==> src/rtl/spi_lane_shift.sv <==
`default_nettype none
// ----------------------------------------------------------------------------
// spi_lane_shift : 1/2/4-lane SPI character shift engine with separate RX reg
// Revision 1.0
// ----------------------------------------------------------------------------
module spi_lane_shift #(
  parameter int MAX_CHAR = 128,
  parameter int LEN_BITS = 7
) (
  input  logic                  clk_i,
  input  logic                  rst,
  input  logic                  latch,
  input  logic [MAX_CHAR/8-1:0] byte_sel,
  input  logic [MAX_CHAR-1:0]   p_in,
  input  logic [LEN_BITS-1:0]   len,
  input  logic [1:0]            mode,
  input  logic                  lsb,
  input  logic                  go,
  input  logic                  pos_edge,
  input  logic                  neg_edge,
  input  logic                  tx_negedge,
  input  logic                  rx_negedge,
  input  logic                  tx_en,
  input  logic                  rx_en,
  input  logic [3:0]            sd_in,
  output logic [3:0]            sd_out,
  output logic [3:0]            sd_oe,
  output logic [MAX_CHAR-1:0]   p_out,
  output logic                  tip,
  output logic                  last,
  output logic                  done
);

  localparam int CW = LEN_BITS + 1;
  localparam int IW = LEN_BITS + 3;

  typedef enum logic [0:0] {
    ST_IDLE = 1'b0,
    ST_BUSY = 1'b1
  } state_t;

  state_t              r_state, w_state_next;
  logic [MAX_CHAR-1:0] r_tx, w_tx_next;
  logic [MAX_CHAR-1:0] r_rx, w_rx_next;
  logic [LEN_BITS-1:0] r_len, w_len_next;
  logic [1:0]          r_mode, w_mode_next;
  logic                r_lsb, w_lsb_next;
  logic [CW-1:0]       r_tx_idx, w_tx_idx_next;
  logic [CW-1:0]       r_rx_idx, w_rx_idx_next;
  logic [3:0]          r_sd_out, w_sd_out_next;
  logic [3:0]          r_sd_oe, w_sd_oe_next;
  logic                r_done, w_done_next;

  logic [LEN_BITS-1:0] w_len_sel;
  logic [1:0]          w_mode_sel;
  logic                w_lsb_sel;
  logic [CW-1:0]       w_nbits, w_beats, w_tx_k;
  logic [2:0]          w_lanes;
  logic [3:0]          w_mask, w_lane_in, w_tx_beat;
  logic                w_busy, w_tx_evt, w_rx_evt;

  // Character bit carried by a lane on beat k; negative or >= n means padding.
  function automatic logic signed [IW-1:0] bit_index(
    input logic [CW-1:0] n,
    input logic [2:0]    l,
    input logic          lsb_first,
    input logic [CW-1:0] k,
    input logic [2:0]    lane
  );
    logic signed [IW-1:0] ns, ls, ks, lane_s;
    ns     = $signed(IW'(n));
    ls     = $signed(IW'(l));
    ks     = $signed(IW'(k));
    lane_s = $signed(IW'(lane));
    if (lsb_first) bit_index = ks * ls + lane_s;
    else           bit_index = ns - ks * ls - ls + lane_s;
  endfunction

  function automatic logic lane_ok(
    input logic signed [IW-1:0] idx,
    input logic [CW-1:0]        n,
    input logic [2:0]           l,
    input logic [2:0]           lane
  );
    lane_ok = (lane < l) && !idx[IW-1] && (idx < $signed(IW'(n)));
  endfunction

  function automatic logic [3:0] beat_out(
    input logic [MAX_CHAR-1:0] data,
    input logic [CW-1:0]       n,
    input logic [2:0]          l,
    input logic                lsb_first,
    input logic [CW-1:0]       k
  );
    logic signed [IW-1:0] idx;
    beat_out = 4'b0000;
    for (int i = 0; i < 4; i++) begin
      idx = bit_index(n, l, lsb_first, k, 3'(i));
      if (lane_ok(idx, n, l, 3'(i))) beat_out[i] = data[idx[LEN_BITS-1:0]];
    end
  endfunction

  function automatic logic [MAX_CHAR-1:0] rx_merge(
    input logic [MAX_CHAR-1:0] cur,
    input logic [3:0]          lanes_in,
    input logic [CW-1:0]       n,
    input logic [2:0]          l,
    input logic                lsb_first,
    input logic [CW-1:0]       k
  );
    logic signed [IW-1:0] idx;
    rx_merge = cur;
    for (int i = 0; i < 4; i++) begin
      idx = bit_index(n, l, lsb_first, k, 3'(i));
      if (lane_ok(idx, n, l, 3'(i))) rx_merge[idx[LEN_BITS-1:0]] = lanes_in[i];
    end
  endfunction

  // Geometry tracks live inputs while idle so sd_out previews beat 0.
  assign w_busy     = (r_state == ST_BUSY);
  assign w_len_sel  = w_busy ? r_len  : len;
  assign w_mode_sel = w_busy ? r_mode : mode;
  assign w_lsb_sel  = w_busy ? r_lsb  : lsb;

  always_comb begin
    w_lanes = 3'd1;
    w_mask  = 4'b0001;
    case (w_mode_sel)
      2'b01:   begin w_lanes = 3'd2; w_mask = 4'b0011; end
      2'b10:   begin w_lanes = 3'd4; w_mask = 4'b1111; end
      default: begin w_lanes = 3'd1; w_mask = 4'b0001; end
    endcase
  end

  assign w_nbits = (w_len_sel == '0) ? CW'(MAX_CHAR) : CW'(w_len_sel) + CW'(1);

  always_comb begin
    w_beats = w_nbits;
    case (w_lanes)
      3'd2:    w_beats = (w_nbits + CW'(1)) >> 1;
      3'd4:    w_beats = (w_nbits + CW'(3)) >> 2;
      default: w_beats = w_nbits;
    endcase
  end

  assign w_tx_evt  = w_busy && (tx_negedge ? neg_edge : pos_edge);
  assign w_rx_evt  = w_busy && (rx_negedge ? neg_edge : pos_edge);
  assign w_lane_in = (w_lanes == 3'd1) ? {3'b000, sd_in[1]} : sd_in;
  assign w_tx_k    = w_busy ? r_tx_idx + CW'(1) : '0;
  assign w_tx_beat = beat_out(r_tx, w_nbits, w_lanes, w_lsb_sel, w_tx_k);

  always_comb begin
    w_state_next  = r_state;
    w_tx_next     = r_tx;
    w_rx_next     = r_rx;
    w_len_next    = r_len;
    w_mode_next   = r_mode;
    w_lsb_next    = r_lsb;
    w_tx_idx_next = r_tx_idx;
    w_rx_idx_next = r_rx_idx;
    w_sd_out_next = r_sd_out;
    w_done_next   = 1'b0;
    case (r_state)
      ST_IDLE: begin
        w_sd_out_next = w_tx_beat;
        if (latch) begin
          for (int b = 0; b < MAX_CHAR / 8; b++) begin
            if (byte_sel[b]) w_tx_next[b*8 +: 8] = p_in[b*8 +: 8];
          end
        end
        if (go) begin
          w_len_next    = len;
          w_mode_next   = mode;
          w_lsb_next    = lsb;
          w_rx_next     = '0;
          w_tx_idx_next = '0;
          w_rx_idx_next = '0;
          w_state_next  = ST_BUSY;
        end
      end
      ST_BUSY: begin
        if (w_tx_evt && (r_tx_idx < w_beats - CW'(1))) begin
          w_tx_idx_next = r_tx_idx + CW'(1);
          w_sd_out_next = w_tx_beat;
        end
        if (w_rx_evt) begin
          if (rx_en) begin
            w_rx_next = rx_merge(r_rx, w_lane_in, w_nbits, w_lanes, w_lsb_sel, r_rx_idx);
          end
          w_rx_idx_next = r_rx_idx + CW'(1);
          if (r_rx_idx == w_beats - CW'(1)) begin
            w_state_next = ST_IDLE;
            w_done_next  = 1'b1;
          end
        end
      end
      default: w_state_next = ST_IDLE;
    endcase
    w_sd_oe_next = ((w_state_next == ST_BUSY) && tx_en) ? w_mask : 4'b0000;
  end

  always_ff @(posedge clk_i or posedge rst) begin
    if (rst) begin
      r_state  <= ST_IDLE;
      r_tx     <= '0;
      r_rx     <= '0;
      r_len    <= '0;
      r_mode   <= '0;
      r_lsb    <= 1'b0;
      r_tx_idx <= '0;
      r_rx_idx <= '0;
      r_sd_out <= '0;
      r_sd_oe  <= '0;
      r_done   <= 1'b0;
    end else begin
      r_state  <= w_state_next;
      r_tx     <= w_tx_next;
      r_rx     <= w_rx_next;
      r_len    <= w_len_next;
      r_mode   <= w_mode_next;
      r_lsb    <= w_lsb_next;
      r_tx_idx <= w_tx_idx_next;
      r_rx_idx <= w_rx_idx_next;
      r_sd_out <= w_sd_out_next;
      r_sd_oe  <= w_sd_oe_next;
      r_done   <= w_done_next;
    end
  end

  assign sd_out = r_sd_out;
  assign sd_oe  = r_sd_oe;
  assign p_out  = r_rx;
  assign tip    = w_busy;
  assign done   = r_done;
  assign last   = w_busy && (r_rx_idx == w_beats - CW'(1));

endmodule
`default_nettype wire

==> config.mk <==
export PLATFORM = sky130hd
export DESIGN_NAME = spi_lane_shift
export DESIGN_NICKNAME = d
export VERILOG_FILES = /design/src/rtl/spi_lane_shift.sv
export SDC_FILE = /design/constraint.sdc
export NUM_CORES = 2
export LEC_CHECK = 0
export BUFFER_PORTS_ARGS = -buffer_cell sky130_fd_sc_hd__buf_2
export CAP_MARGIN = 20
export CELL_PAD_IN_SITES_DETAIL_PLACEMENT = 0
export CELL_PAD_IN_SITES_GLOBAL_PLACEMENT = 1
export CORE_MARGIN = 1.5
export CORE_UTILIZATION = 30
export DETAILED_ROUTE_END_ITERATION = 6
export PLACE_DENSITY_LB_ADDON = 0.1
export SKIP_LAST_GASP = 1
export SYNTH_ARGS = -nofsm -noshare
export SYNTH_HDL_FRONTEND = slang
export SYNTH_SLANG_ARGS = --single-unit
==> constraint.sdc <==
create_clock -name clk_i -period 14.05 [get_ports clk_i]
set_input_delay 2.81 -clock clk_i [delete_from_list [all_inputs] [get_ports clk_i]]
set_output_delay 2.81 -clock clk_i [all_outputs]
set_load 0.05 [all_outputs]
==> summary.md <==
| Metric | Value |
|---|---|
| Simple-gate share of the synthesized area | 23.2% |
| Gr ovfl total | 0 |
| Max Transition Viols Final | 0 |
| EDFF count, synth | 0 |
| Largest net degree at the start of global routing | 79 |
| Drt first-iter violations | 4369 |
| F_max | 90.8 MHz |
| Share of the synthesized area in the top cell type | 22.6% |
| Cell taking the most area after synthesis | dfrtp_1 |
| Grt met1 use | 42.8% |
| Worst path most repeated cell | ha_1 |
| H-tree levels | 2 |
| Crit-path slowest cell | ha_2 |
| Slew HR | 17.1% |
| Register area share after synthesis | 22.6% |
| N_diodes | 0 |
| Area of the mapped netlist | 0.0322 mm^2 |
| Top cells by area, synth | dfrtp_1 (23%), nand2_1 (7.4%), mux2_2 (5.4%), ha_1 (5.2%), o221ai_1 (3.4%) |
| Data required, critical path | 14.58 ns |
| Per-cell routed wire length | 31.8 um |
| Worst Tran Pin Value | 1.24 ns |
| Period utilization | 78.4% |
| Synth Flop Type | dfrtp_1 |
| Core region area | 0.107 mm^2 |
| Via count | 36600 |
| IO buf count | 306 |
| Via-to-Cell Ratio | 6.49 |
| Yosys warns | 0 |
| DRT Wirelength | 180 mm |
| Die W | 331 um |
| Antenna-violating nets left | 0 |
| #FFs+latches synth | 291 |
| Unrepaired setup endpoints after global routing | false |
| Layout cells sized above 1 | 18.5% |
| GRT Total Usage | 32.0% |
| Max FO, Critical Path | 40 |
| Maximum clock insertion buffer count | 3 |
| Minimum clock period | 11.01 ns |
| Vias in the first global route | 35000 |
| Crit. End Element | flop |
| Yosys cell types | 125 |
| CTS Root Cell | clkbuf_16 |
| Router iterations before antenna repair | 6 |
| Worst skew pair latency | 0.64 ns |
| CTS clk-pin slew, worst paths | 0.06 ns |
| Clock sink total | 291 |
| FFs w/ async S/R, synth | 100% |
| Io pins | 307 |
| Synth Area in XOR/XNOR | 2.71% |
| Hold/Removal Path Class | flop to flop |
| Slowest stage delay, CP | 0.68 ns |
| Total CTS buffers | 41 |
| Max Cap Violations | 0 |
| Cells after Synth | 4095 |
| # hold bufs at CTS | 0 |
| Initial antenna violation count | 6 |
| Setup TNS Final | 0 ns |
| Die height | 331 um |
| Syn Area/Cell | 7.87 um^2 |
| Final clock skew | 0.0446 ns |
| Final setup violation count | 0 |
| Fin. Hold Viols | 0 |
| Critical Path Source Type | input port |
| Commonest cells after routing, fill and taps aside | nand2_1 (629), buf_2 (307), dfrtp_1 (290) |
| Post-synthesis adder-cell area fraction | 6.32% |
| CP arrival | 11.54 ns |
| CTS tree | done |
| First-pass GRT wire length | 257 mm |
| Resized Gates After CTS | 0 |
| Number of buffers added for setup after CTS | 0 |
| GR met3 Demand/Resource | 8.03% |
| Largest family of logic cells by synthesized area | compound AO/OA/AOI/OAI gates |
| Nets | 4536 |
| Outcome | complete, no violations |
| Std-Cell Rows | 120 |
| GR Util met2 | 48.2% |
| Setup CP Type | input port to flop |
| Fillers | 11400 |
| Area Overhead vs Synth | 13.3% |
| Hpwl dp | 126 mm |
| Layer with the highest usage | met2 |
| Commonest non-fill, non-tap cell in the layout | nand2_1 |
| Post-Synthesis Net Count | 4415 |
| RD Place Congestion | 0.987 |
| Remaining DRCs | 0 |
| Initial Util | 30.2% |
| Die ar. | 0.109 mm^2 |
| Synth Area in Compound Gates | 29.0% |
| Mux share of post-synthesis cell area | 10.4% |
## critical path, delay by kind of cell
family | cells | cell delay (ns)
XOR/XNOR | 1 | 0.51
AO/OA/AOI/OAI | 9 | 2.39
AND/OR/NAND/NOR | 7 | 1.59
adder cells (fa/ha/maj) | 6 | 2.57
buffers and inverters | 5 | 1.37
multiplexers | 1 | 0.23
## final timing paths
path	startpoint	end	slack, ns	cells after the start
max	mode[1]	p_out[0]	3.04	29
min	r_mode[0]	r_mode[0]	0.48	2
max reg2reg	tip	p_out[0]	4.38	29
min reg2reg	r_mode[0]	r_mode[0]	0.48	2
max in group asynchronous	rst	r_tx[45]	9.75	4
min in group asynchronous	rst	p_out[86]	2.24	2
## flip-flops by register name, indices dropped and copies added, names as in the netlist
| signal | count |
|---|---|
| sd_out | 4 |
| r_lsb | 1 |
| p_out | 128 |
| r_tx | 128 |
| r_tx_idx | 8 |
| done | 1 |
| r_mode | 2 |
| r_len | 7 |
| sd_oe | 3 |
| r_rx_idx | 8 |
| tip | 1 |
## per-layer routing
metal | part of all wire (%) | routed length (um)
met5 | 0.027 | 49
met4 | 5.2 | 9360
met3 | 9.8 | 17600
met2 | 43 | 77100
met1 | 42 | 75600
## final cells by class
class	count	area (um^2)	area share, %
Tap cell	1403	1760	4.80
Clock inverter	17	218	0.596
Clock buffer	54	1130	3.08
Inverter	113	439	1.20
Multi-Input combinational cell	3361	23300	63.9
Timing Repair Buffer	408	2370	6.48
Sequential cell	291	7280	19.9
## cells in the mapped netlist (13+ instances only)
library cell and n:
xor2_1 21, a22o_1 13, a21o_1 47, fa_1 18, a2bb2oi_1 20, dfrtp_1 291
a21boi_0 27, o22ai_1 99, nor3_1 99, or3_1 23, and3_1 60, a221oi_1 41
mux2_2 156, a32oi_1 24, a21oi_1 180, a22oi_1 72, nor2b_1 25, nand3_1 203
nor2_1 216, clkbuf_1 223, mux4_2 20, and2_1 64, o221ai_1 124, inv_1 97
a31oi_1 146, xnor2_1 50, nor4_1 57, o211ai_1 30, and4_1 23, a2111oi_0 14
a31o_1 24, ha_1 134, a311oi_1 40, mux2i_1 107, o31ai_1 35, buf_2 75
a211oi_1 36, nand2b_1 25, buf_1 19, nand2_1 632, o21ai_0 128, nand4_1 53
o21a_1 17
## metrics by stage
step	utilization [%]	std cells	setup WS (ns)	hold WS [ns]	instance area (um^2)
2_1_floorplan	-	4095	2.94	0.445	32200
3_3_place_gp	32.9	5568	2.37	0.463	35100
3_5_place_dp	32.9	5569	2.57	0.467	35100
4_1_cts	34.2	5640	3.21	0.480	36500
5_1_grt	34.2	5647	2.48	0.497	36500
6_report	34.2	5647	3.04	0.478	36500
## cell families (layout without fill, tap and decap cells)
| kind of cell | count (synthesis) | after routing |
|---|---|---|
| and+or+nand+nor | 1557 | 1557 |
| xor gates and xnor gates | 83 | 83 |
| buffers and inverters | 443 | 592 |
| muxes | 289 | 289 |
| adders and majority gates | 152 | 152 |
| DFF | 291 | 291 |
| AOI/OAI and AO/OA | 1280 | 1280 |
Power is not shown: default switching activity piles up to over one toggle a cycle in this logic, so the estimate is an artifact.
